File: config.mk
export PLATFORM = sky130hd
export DESIGN_NAME = eeg_fram_rd_agu
export DESIGN_NICKNAME = d
export VERILOG_FILES = /design/src/rtl/eeg_fram_pkg.sv /design/src/rtl/eeg_fram_rd_fifo.sv /design/src/rtl/eeg_fram_rd_agu.sv
export SDC_FILE = /design/constraint.sdc
export NUM_CORES = 1
export LEC_CHECK = 0
export CORE_MARGIN = 4
export CORE_UTILIZATION = 56
export DETAILED_ROUTE_END_ITERATION = 8
export PLACE_DENSITY_LB_ADDON = 0.2
export SYNTH_ARGS = -nofsm -noshare
export SYNTH_HDL_FRONTEND = slang
export SYNTH_HIERARCHICAL = 1
export SYNTH_SLANG_ARGS = --single-unit
File: constraint.sdc
create_clock -name clk -period 2.87 [get_ports clk]
set_clock_uncertainty 0.1 [all_clocks]
set_input_delay 0.287 -clock clk [delete_from_list [all_inputs] [get_ports clk]]
set_output_delay 0.287 -clock clk [all_outputs]
set_load 0.05 [all_outputs]
File: src/rtl/eeg_fram_pkg.sv
// Shared constants and FSM state encoding for the FRAM read-side address generator.
// Pure declarations: no latency, no flow control.
package eeg_fram_pkg;

    localparam int ADD_AW_DEF    = 12;
    localparam int DAT_DW_DEF    = 4;
    localparam int LEN_DW_DEF    = 12;
    localparam int OST_DEPTH_DEF = 4;

    typedef enum logic [2:0] {
        AGU_IDLE  = 3'b001,
        AGU_ISSUE = 3'b010,
        AGU_DRAIN = 3'b100
    } agu_state_t;

endpackage

File: src/rtl/eeg_fram_rd_fifo.sv
// Synchronous FIFO with a registered head word; a push into an empty FIFO is visible next cycle.
// Push is refused only when full with no simultaneous pop; pop follows o_empty / i_pop_rdy.
module eeg_fram_rd_fifo #(
    parameter int DEPTH = 4,
    parameter int DW    = 5
) (
    input  logic          clk,
    input  logic          rst_n,
    input  logic          i_push_vld,
    input  logic [DW-1:0] i_push_dat,
    output logic          o_full,
    input  logic          i_pop_rdy,
    output logic [DW-1:0] o_pop_dat,
    output logic          o_empty
);

    localparam int PW = $clog2(DEPTH);

    // Head register plus a ring holding at most DEPTH-1 further words.
    logic [DW-1:0] r_mem [DEPTH];
    logic [PW-1:0] r_wr_ptr;
    logic [PW-1:0] r_rd_ptr;
    logic [PW-1:0] r_cnt;
    logic          r_head_vld;
    logic [DW-1:0] r_head_dat;

    logic w_pop;
    logic w_head_load;
    logic w_mem_empty;
    logic w_bypass;
    logic w_mem_wr;
    logic w_mem_rd;

    assign w_pop       = r_head_vld & i_pop_rdy;
    assign w_head_load = ~r_head_vld | w_pop;
    assign w_mem_empty = (r_cnt == '0);
    assign w_bypass    = i_push_vld & w_head_load & w_mem_empty;
    assign w_mem_wr    = i_push_vld & ~w_bypass;
    assign w_mem_rd    = w_head_load & ~w_mem_empty;

    assign o_full    = r_head_vld & (r_cnt == PW'(DEPTH - 1));
    assign o_empty   = ~r_head_vld;
    assign o_pop_dat = r_head_dat;

    always_ff @(posedge clk or negedge rst_n) begin
        if (!rst_n) begin
            r_wr_ptr   <= '0;
            r_rd_ptr   <= '0;
            r_cnt      <= '0;
            r_head_vld <= 1'b0;
            r_head_dat <= '0;
        end else begin
            if (w_mem_wr) begin
                r_wr_ptr <= r_wr_ptr + PW'(1);
            end
            if (w_mem_rd) begin
                r_rd_ptr <= r_rd_ptr + PW'(1);
            end
            r_cnt <= r_cnt + PW'(w_mem_wr) - PW'(w_mem_rd);
            if (w_head_load) begin
                if (!w_mem_empty) begin
                    r_head_vld <= 1'b1;
                    r_head_dat <= r_mem[r_rd_ptr];
                end else if (i_push_vld) begin
                    r_head_vld <= 1'b1;
                    r_head_dat <= i_push_dat;
                end else begin
                    r_head_vld <= 1'b0;
                end
            end
        end
    end

    always_ff @(posedge clk) begin
        if (w_mem_wr) begin
            r_mem[r_wr_ptr] <= i_push_dat;
        end
    end

endmodule

File: src/rtl/eeg_fram_rd_agu.sv
// Per-lane FRAM read address generator: strided addresses out, returned words buffered to OUT.
// First address one cycle after CFG accept; issue stalls on zero credit, FRAM data is never back-pressured.
module eeg_fram_rd_agu
    import eeg_fram_pkg::*;
#(
    parameter int ADD_AW    = ADD_AW_DEF,
    parameter int DAT_DW    = DAT_DW_DEF,
    parameter int LEN_DW    = LEN_DW_DEF,
    parameter int OST_DEPTH = OST_DEPTH_DEF
) (
    input  logic              clk,
    input  logic              rst_n,
    output logic              o_is_idle,
    input  logic              i_cfg_vld,
    output logic              o_cfg_rdy,
    input  logic [ADD_AW-1:0] i_cfg_base,
    input  logic [LEN_DW-1:0] i_cfg_len,
    input  logic [ADD_AW-1:0] i_cfg_stride,
    output logic              o_add_vld,
    output logic              o_add_lst,
    input  logic              i_add_rdy,
    output logic [ADD_AW-1:0] o_add_add,
    input  logic              i_dat_vld,
    input  logic              i_dat_lst,
    output logic              o_dat_rdy,
    input  logic [DAT_DW-1:0] i_dat_dat,
    output logic              o_out_vld,
    output logic              o_out_lst,
    input  logic              i_out_rdy,
    output logic [DAT_DW-1:0] o_out_dat,
    output logic              o_err_lst
);

    localparam int CW = $clog2(OST_DEPTH + 1);

    agu_state_t        r_state;
    logic [ADD_AW-1:0] r_stride;
    logic [ADD_AW-1:0] r_add_add;
    logic [LEN_DW-1:0] r_len;
    logic [LEN_DW-1:0] r_issue_cnt;
    logic [LEN_DW-1:0] r_push_cnt;
    logic [CW-1:0]     r_credit;
    logic              r_add_vld;
    logic              r_add_lst;
    logic              r_err_lst;

    logic [CW-1:0]     w_credit_nxt;
    logic              w_add_fire;
    logic              w_out_fire;
    logic              w_push;
    logic              w_lst_exp;
    logic              w_fifo_full;
    logic              w_fifo_empty;
    logic [DAT_DW:0]   w_head;

    assign w_add_fire = r_add_vld & i_add_rdy;
    assign w_out_fire = ~w_fifo_empty & i_out_rdy;
    assign w_lst_exp  = (r_push_cnt == r_len);
    // Credits keep the buffer from overflowing; the full guard only matters if FRAM misbehaves.
    assign w_push     = i_dat_vld & (r_state != AGU_IDLE) & (~w_fifo_full | w_out_fire);

    always_comb begin
        w_credit_nxt = r_credit;
        if (w_add_fire && !w_out_fire) begin
            w_credit_nxt = r_credit - CW'(1);
        end else if (!w_add_fire && w_out_fire) begin
            w_credit_nxt = r_credit + CW'(1);
        end
    end

    always_ff @(posedge clk or negedge rst_n) begin
        if (!rst_n) begin
            r_state     <= AGU_IDLE;
            r_stride    <= '0;
            r_add_add   <= '0;
            r_len       <= '0;
            r_issue_cnt <= '0;
            r_push_cnt  <= '0;
            r_credit    <= CW'(OST_DEPTH);
            r_add_vld   <= 1'b0;
            r_add_lst   <= 1'b0;
            r_err_lst   <= 1'b0;
        end else begin
            r_credit <= w_credit_nxt;
            if (w_push) begin
                r_push_cnt <= r_push_cnt + LEN_DW'(1);
                if (i_dat_lst != w_lst_exp) begin
                    r_err_lst <= 1'b1;
                end
            end
            unique case (r_state)
                AGU_IDLE: begin
                    // A stray FRAM word in the job-accept cycle still flags the error.
                    r_err_lst <= i_dat_vld | (r_err_lst & ~i_cfg_vld);
                    if (i_cfg_vld) begin
                        r_state     <= AGU_ISSUE;
                        r_add_add   <= i_cfg_base;
                        r_stride    <= i_cfg_stride;
                        r_len       <= i_cfg_len;
                        r_issue_cnt <= '0;
                        r_push_cnt  <= '0;
                        r_add_vld   <= (w_credit_nxt != '0);
                        r_add_lst   <= (i_cfg_len == '0);
                    end
                end
                AGU_ISSUE: begin
                    if (w_add_fire) begin
                        r_add_add   <= r_add_add + r_stride;
                        r_issue_cnt <= r_issue_cnt + LEN_DW'(1);
                        if (r_add_lst) begin
                            r_state   <= AGU_DRAIN;
                            r_add_vld <= 1'b0;
                            r_add_lst <= 1'b0;
                        end else begin
                            r_add_vld <= (w_credit_nxt != '0);
                            r_add_lst <= ((r_issue_cnt + LEN_DW'(1)) == r_len);
                        end
                    end else begin
                        r_add_vld <= (w_credit_nxt != '0);
                    end
                end
                AGU_DRAIN: begin
                    if (w_out_fire && o_out_lst) begin
                        r_state <= AGU_IDLE;
                    end
                end
                default: begin
                    r_state <= AGU_IDLE;
                end
            endcase
        end
    end

    // The last-word tag travels with the data so OUT_LST comes straight from the head register.
    eeg_fram_rd_fifo #(
        .DEPTH (OST_DEPTH),
        .DW    (DAT_DW + 1)
    ) u_buf (
        .clk        (clk),
        .rst_n      (rst_n),
        .i_push_vld (w_push),
        .i_push_dat ({w_lst_exp, i_dat_dat}),
        .o_full     (w_fifo_full),
        .i_pop_rdy  (i_out_rdy),
        .o_pop_dat  (w_head),
        .o_empty    (w_fifo_empty)
    );

    assign o_is_idle = (r_state == AGU_IDLE);
    assign o_cfg_rdy = (r_state == AGU_IDLE);
    assign o_add_vld = r_add_vld;
    assign o_add_lst = r_add_lst;
    assign o_add_add = r_add_add;
    assign o_dat_rdy = 1'b1;
    assign o_out_vld = ~w_fifo_empty;
    assign o_out_lst = w_head[DAT_DW] & ~w_fifo_empty;
    assign o_out_dat = w_head[DAT_DW-1:0];
    assign o_err_lst = r_err_lst;

endmodule

Yosys cells after proc, flatten, opt, wreduce, memory -nomap -nowiden
Memories as Yosys holds them, arrays and structs flattened.
Index checks and enable logic that the tools add are counted.

storage, ports and cells
  bits in latches = 0
  logic and storage cells = 107
  memories kept = 1
  register bits after elaboration = 81
  memory bits (read-only) = 0
  bits in writable memories = 20
  input port bits = 47

memory list
  memory       depth  bits a word  rd ports  clocked after memory_dff  write ports  line                    source
  u_buf.r_mem  4      5            1         0                         1            eeg_fram_rd_fifo.sv:20  logic [DW-1:0] r_mem [DEPTH];

operators by class
  reductions and logical operators = 17
  add/subtract/negate cells = 9
  magnitude comparators = 0
  bitwise logic cells = 19
  multipliers = 0
  div/mod/pow operators = 0
  equality and inequality tests = 13
  shift-type cells = 0
  mux-type cells = 33

operators with widths
  cell                                                 count
  2-to-1 mux 12 bit                                    7
  one-hot mux 12 bit (2 select lines)                  2
  adder 12 x 1 -> 12 bit, second input constant        2
  equality test 12 bit                                 2
  2-to-1 mux 3 bit                                     6
  2-to-1 mux 1 bit                                     13
  adder 12 bit                                         1
  logical NOT 12 bit                                   1
  AND 1 bit                                            11
  2-to-1 mux 5 bit                                     2
  one-hot mux 3 bit (3 select lines)                   1
  != test 2 bit, second input constant                 4
  AND reduction 2 bit                                  4
  nonzero test 2 bit                                   3
  inverter 1 bit                                       5
  adder 2 x 1 -> 2 bit, second input constant          2
  one-hot mux 1 bit (2 select lines)                   2
  AND reduction 4 bit                                  1
  adder 3 x 1 -> 3 bit, second input constant          1
  equality test 3 x 1 -> 1 bit, second input constant  1
  equality test 3 x 2 -> 1 bit, second input constant  1
  equality test 3 bit, second input constant           1
  logical AND 1 bit                                    3
  != test 3 x 1 -> 1 bit, second input constant        1
  11 further kinds                                     14

Depth between registers and ports, before layout
  word-level depth = 11
  mapped depth = 10
  depth with buffers taken out = 10

Cells and area by module
The synthesis kept the hierarchy.

modules (own cells, without submodules)
  module            area each (um2)  cells each  times used
  eeg_fram_rd_agu   4,156.5          442         1
  eeg_fram_rd_fifo  1,380.1          90          1

Worst setup path after synthesis
No wires, ideal clock.

  path type = reg-to-reg
  start point = register r_state[0]
  end point = register u_buf.r_cnt[1]
  period minus slack after synthesis = 2.631 ns
  setup slack = 0.239 ns
  path buffers = 0
  library setup time = 0.080 ns
  arrival time = 2.451 ns
  stages on the path, launching flop included = 9
  cells stage by stage = dfstp_2 > nor3b_2 > a211oi_4 > o21ai_2 > ha_1 > inv_1 > ha_1 > xnor2_1 > xnor2_1

on the way
  word-level cells in the longest chain between the ends = 9

RTL lines
  item                         line                    source
  start, declared              eeg_fram_rd_agu.sv:36   agu_state_t r_state;
  start signal, assigned       eeg_fram_rd_agu.sv:73   r_state <= AGU_IDLE;
  start signal, assigned       eeg_fram_rd_agu.sv:96   r_state <= AGU_ISSUE;
  start signal, assigned       eeg_fram_rd_agu.sv:111  r_state <= AGU_DRAIN;
  != test 3 x 1 -> 1 bit *     eeg_fram_rd_agu.sv:60   assign w_push = i_dat_vld & (r_state != AGU_IDLE) & (~w_fifo_full | w_out_fire);
  AND 1 bit * (2 in a row)     eeg_fram_rd_agu.sv:60
  net w_push                   eeg_fram_rd_agu.sv:50   logic w_push;
  AND 1 bit (2 in a row)       eeg_fram_rd_fifo.sv:37  assign w_bypass = i_push_vld & w_head_load & w_mem_empty;
  inverter 1 bit               eeg_fram_rd_fifo.sv:38  assign w_mem_wr = i_push_vld & ~w_bypass;
  AND 1 bit *                  eeg_fram_rd_fifo.sv:38
  adder 2 x 1 -> 2 bit *       eeg_fram_rd_fifo.sv:59  r_cnt <= r_cnt + PW'(w_mem_wr) - PW'(w_mem_rd);
  subtractor 2 x 1 -> 2 bit *  eeg_fram_rd_fifo.sv:59
  end signal, assigned         eeg_fram_rd_fifo.sv:59
  end, declared                eeg_fram_rd_fifo.sv:23  logic [PW-1:0] r_cnt;

Mark *: on every way through the listed nets, which the timed path passes. The rest lies on a longest branch.
A chain may end at the register's enable or synchronous reset.

Worst setup path in the final report
  start point = register r_state[0]
  end point = output port o_is_idle

on the way
  word-level cells in the longest chain between the ends = 1

RTL lines
  item                          line                    source
  equality test 3 x 1 -> 1 bit  eeg_fram_rd_agu.sv:149  assign o_is_idle = (r_state == AGU_IDLE);
  end, declared                 eeg_fram_rd_agu.sv:13   output logic o_is_idle,

Every way passes these cells.

==> qor.txt <==
Area leader, netlist: dfrtp_1
Worst path arrival time: 2.08 ns
Comb power frac: 52.5%
Port Buffer Count: 69
Clk pwr share: 13.2%
Clk_lat worst skew: 0.38 ns
Setup violators final: 0
Worst R2R End: o_add_add[8]$_DFFE_PN0P_
Die W: 107.4 um
Post-synthesis register bit count: 101
Most common cell in the netlist: dfrtp_1
Synth Warn #: 6
Cell Int Power: 0.004008 W
Top cell type's share of synthesized area: 35.71%
Setup_tns: 0 ns
Synth Flop Type: dfrtp_1
Nets: 669
Flop2flop setup slack: 0.56 ns
Layout cells sized above 1: 9.603%
Drt pass-1 iters: 4
Top area cells in the synthesized netlist: dfrtp_1 36%, edfxtp_1 11%, ha_1 5.0%
Post-synth net total: 602
Fmax: 0.4054 GHz
Die area: 11,540 um2
Vias per std cell: 5.748
Startpoint types: flop
Post-Syn Instances: 532
Post-synth EDFFs: 20
Hold Path Class: in2async
Crit path time final: 2.467 ns
Final hold vios: 45
CP endpoint kind: primary output
Flop pwr share: 34.4%
Core area: 9684 um2
Gpl congestion: 0.8612
Synth unique cells: 62
Top cells by count, synth: 79 x dfrtp_1, 55 x nand2_1, 43 x nor2_1
Initial antenna violation count: 0
WS Path Type: reg2out
Max-slew headroom: 32.88%
Sequential area share after synthesis: 47.50%
Mean Syn Cell Area: 10.41 um2
All-Layer GR Usage: 22.46%
Row count: 36
Total number of vias: 4,236
Number of CTS-inserted buffers: 9
Pwr/cell area: 1098 nW/um2
Post-CTS resize count: 0
Max-slew violations: 0
Share of flip-flops with an asynchronous set or reset: 80.20%
Gr ovfl total: 0
LEAKAGE: 2.679 nW
Failing checks: negative hold slack
Root Buffer: clkbuf_8
CTS clk-pin slew, worst paths: 0.10 ns
Worst-case reg-to-reg path depth: 10
Status: finished, violations left
Clock Sinks: 101
Setup bufs post-CTS: 0
H-Tree Depth: 3
# IOs: 71
Fin crit share: 85.94%
DR WL/cell: 16.60 um
Sw frac: 44.17%
Number of global-route vias before repair: 4,215
Chip Height: 107.4 um
Worst hold slack: -0.02926 ns
Residual DRC count: 0
Routed Antenna Nets: 0
Synth Cell Area: 5537 um2
CTS Buffer Depth: 2
Drt total wl: 12.24 mm
Max-cap check violation count: 0
Largest net degree at the start of global routing: 82
NetSw: 0.003171 W
Post-CTS Hold Fix Bufs: 0
R2r startpoint: o_add_add[0]$_DFFE_PN0P_
Hpwl dp: 8.824 mm
CTS tree: yes
DRT iter0 DRCs: 161
Initial Utilization: 57.17%
Syn-to-layout area delta: 18.08%
RSZ-0062 raised after global routing: no
Crit path max fanout: 5
Pwr Total: 0.007179 W
First-pass GRT wire length: 20.60 mm
VDD IR max: 0.0005979 V
Tightest Pin Transition: 1.007 ns
Worst Path Required: 2.48 ns
Diodes inserted: 0
[final cells by class]
| cell class | count | area, um2 |
|---|---|---|
| Multi-Input combinational cell | 396 | 2738 |
| Clock inverter | 7 | 82.58 |
| Tap cell | 133 | 166.4 |
| Sequential cell | 101 | 2630 |
| Timing Repair Buffer | 76 | 740.7 |
| Fill cell | 788 | 3147 |
| Inverter | 15 | 56.30 |
| Clock buffer | 9 | 123.9 |
[cell families after synthesis]
logic type                 count (synthesis)  synth area share (%)
and+or+nand+nor                          184                 16.68
AOI/OAI and AO/OA                        105                 12.20
DFF                                      101                 47.50
xor gates and xnor gates                  49                 7.751
buffers and inverters                     35                 3.051
muxes                                     34                 7.412
adders and majority gates                 23                 5.333
other                                      1               0.06773
[cells in the final DEF (no fill, tap or decap), types with 8 or more instances in the layout]
| cell | n |
|---|---|
| and3_1 | 15 |
| edfxtp_1 | 20 |
| nand2_1 | 55 |
| xnor2_1 | 30 |
| inv_1 | 15 |
| dfrtp_1 | 79 |
| o21ai_1 | 8 |
| clkdlybuf4s50_1 | 68 |
| clkbuf_8 | 9 |
| nand4_1 | 9 |
| o21ai_0 | 17 |
| xor2_1 | 19 |
| mux2_2 | 17 |
| nor2_1 | 43 |
| mux2_1 | 9 |
| ha_1 | 22 |
| nand3_1 | 14 |
| a21oi_1 | 33 |
| buf_4 | 8 |
[state kept, by name, indices dropped and copies added, names as in the netlist]
name              count
u_buf/r_mem          20
o_add_add            12
r_issue_cnt          12
r_len                12
r_push_cnt           12
r_stride             12
u_buf/o_pop_dat       5
r_credit              3
r_state               3
u_buf/r_cnt           2
u_buf/r_rd_ptr        2
u_buf/r_wr_ptr        2
o_add_lst             1
o_add_vld             1
o_err_lst             1
u_buf/r_head_vld      1
[per-layer routing]
layer,GRT usage (%),vias to the layer above,wire length (um),share of wire [%]
met5,0,-,0,0
met4,5.681,0,208,1.7
met3,5.759,17,575,4.7
met2,36.51,92,5815,48
met1,30.25,2099,5636,46
li1,-,2028,-,-
[worst max-delay path by stage]
stage          cells after the start  slack (ns)                       end              startpoint
6_report                           3        0.40                 o_is_idle  r_state[0]$_DFFE_PN1P_
3_3_place_gp                       9        0.51  u_buf/r_cnt[1]$_DFF_PN0_               i_out_rdy
3_5_place_dp                       9        0.42   r_push_cnt[7]$_DFF_PN0_               i_out_rdy
2_1_floorplan                      8        0.24  u_buf/r_cnt[1]$_DFF_PN0_  r_state[0]$_DFFE_PN1P_
4_1_cts                            3        0.39                 o_is_idle  r_state[0]$_DFFE_PN1P_
5_1_grt                            3        0.31                 o_cfg_rdy  r_state[0]$_DFFE_PN1P_
[power by group through the flow]
| stage | Clock [W] | Sequential [W] | Combinational [W] |
|---|---|---|---|
| finish | 0.000945 | 0.00247 | 0.00377 |
| detailed placement | 0 | 0.00249 | 0.00376 |
| CTS | 0.000973 | 0.00246 | 0.00378 |
| global route | 0.00103 | 0.00254 | 0.00415 |
| global placement | 0 | 0.00247 | 0.00366 |
| floorplan | 0 | 0.00275 | 0.00250 |
[through the flow]
step / cells / util [%] / setup WS, ns / hold WS, ns / cell area, um2
2_1_floorplan: 532 / - / 0.2387 / -0.1086 / 5537
4_1_cts: 737 / 67.51 / 0.3892 / 0.01327 / 6538
6_report: 737 / 67.51 / 0.4034 / -0.02926 / 6538
5_1_grt: 737 / 67.51 / 0.3147 / 0.03558 / 6538
3_5_place_dp: 721 / 65.37 / 0.4224 / 0.3919 / 6331
3_3_place_gp: 721 / 65.37 / 0.5075 / 0.3830 / 6331
[worst max-delay path, stage by stage, from the launching register on]
cell	delay, ns
dfstp_2	0.57
nor3b_2	0.15
buf_4	0.17
clkdlybuf4s50_1	0.81
(Power assumes the default switching activity.)
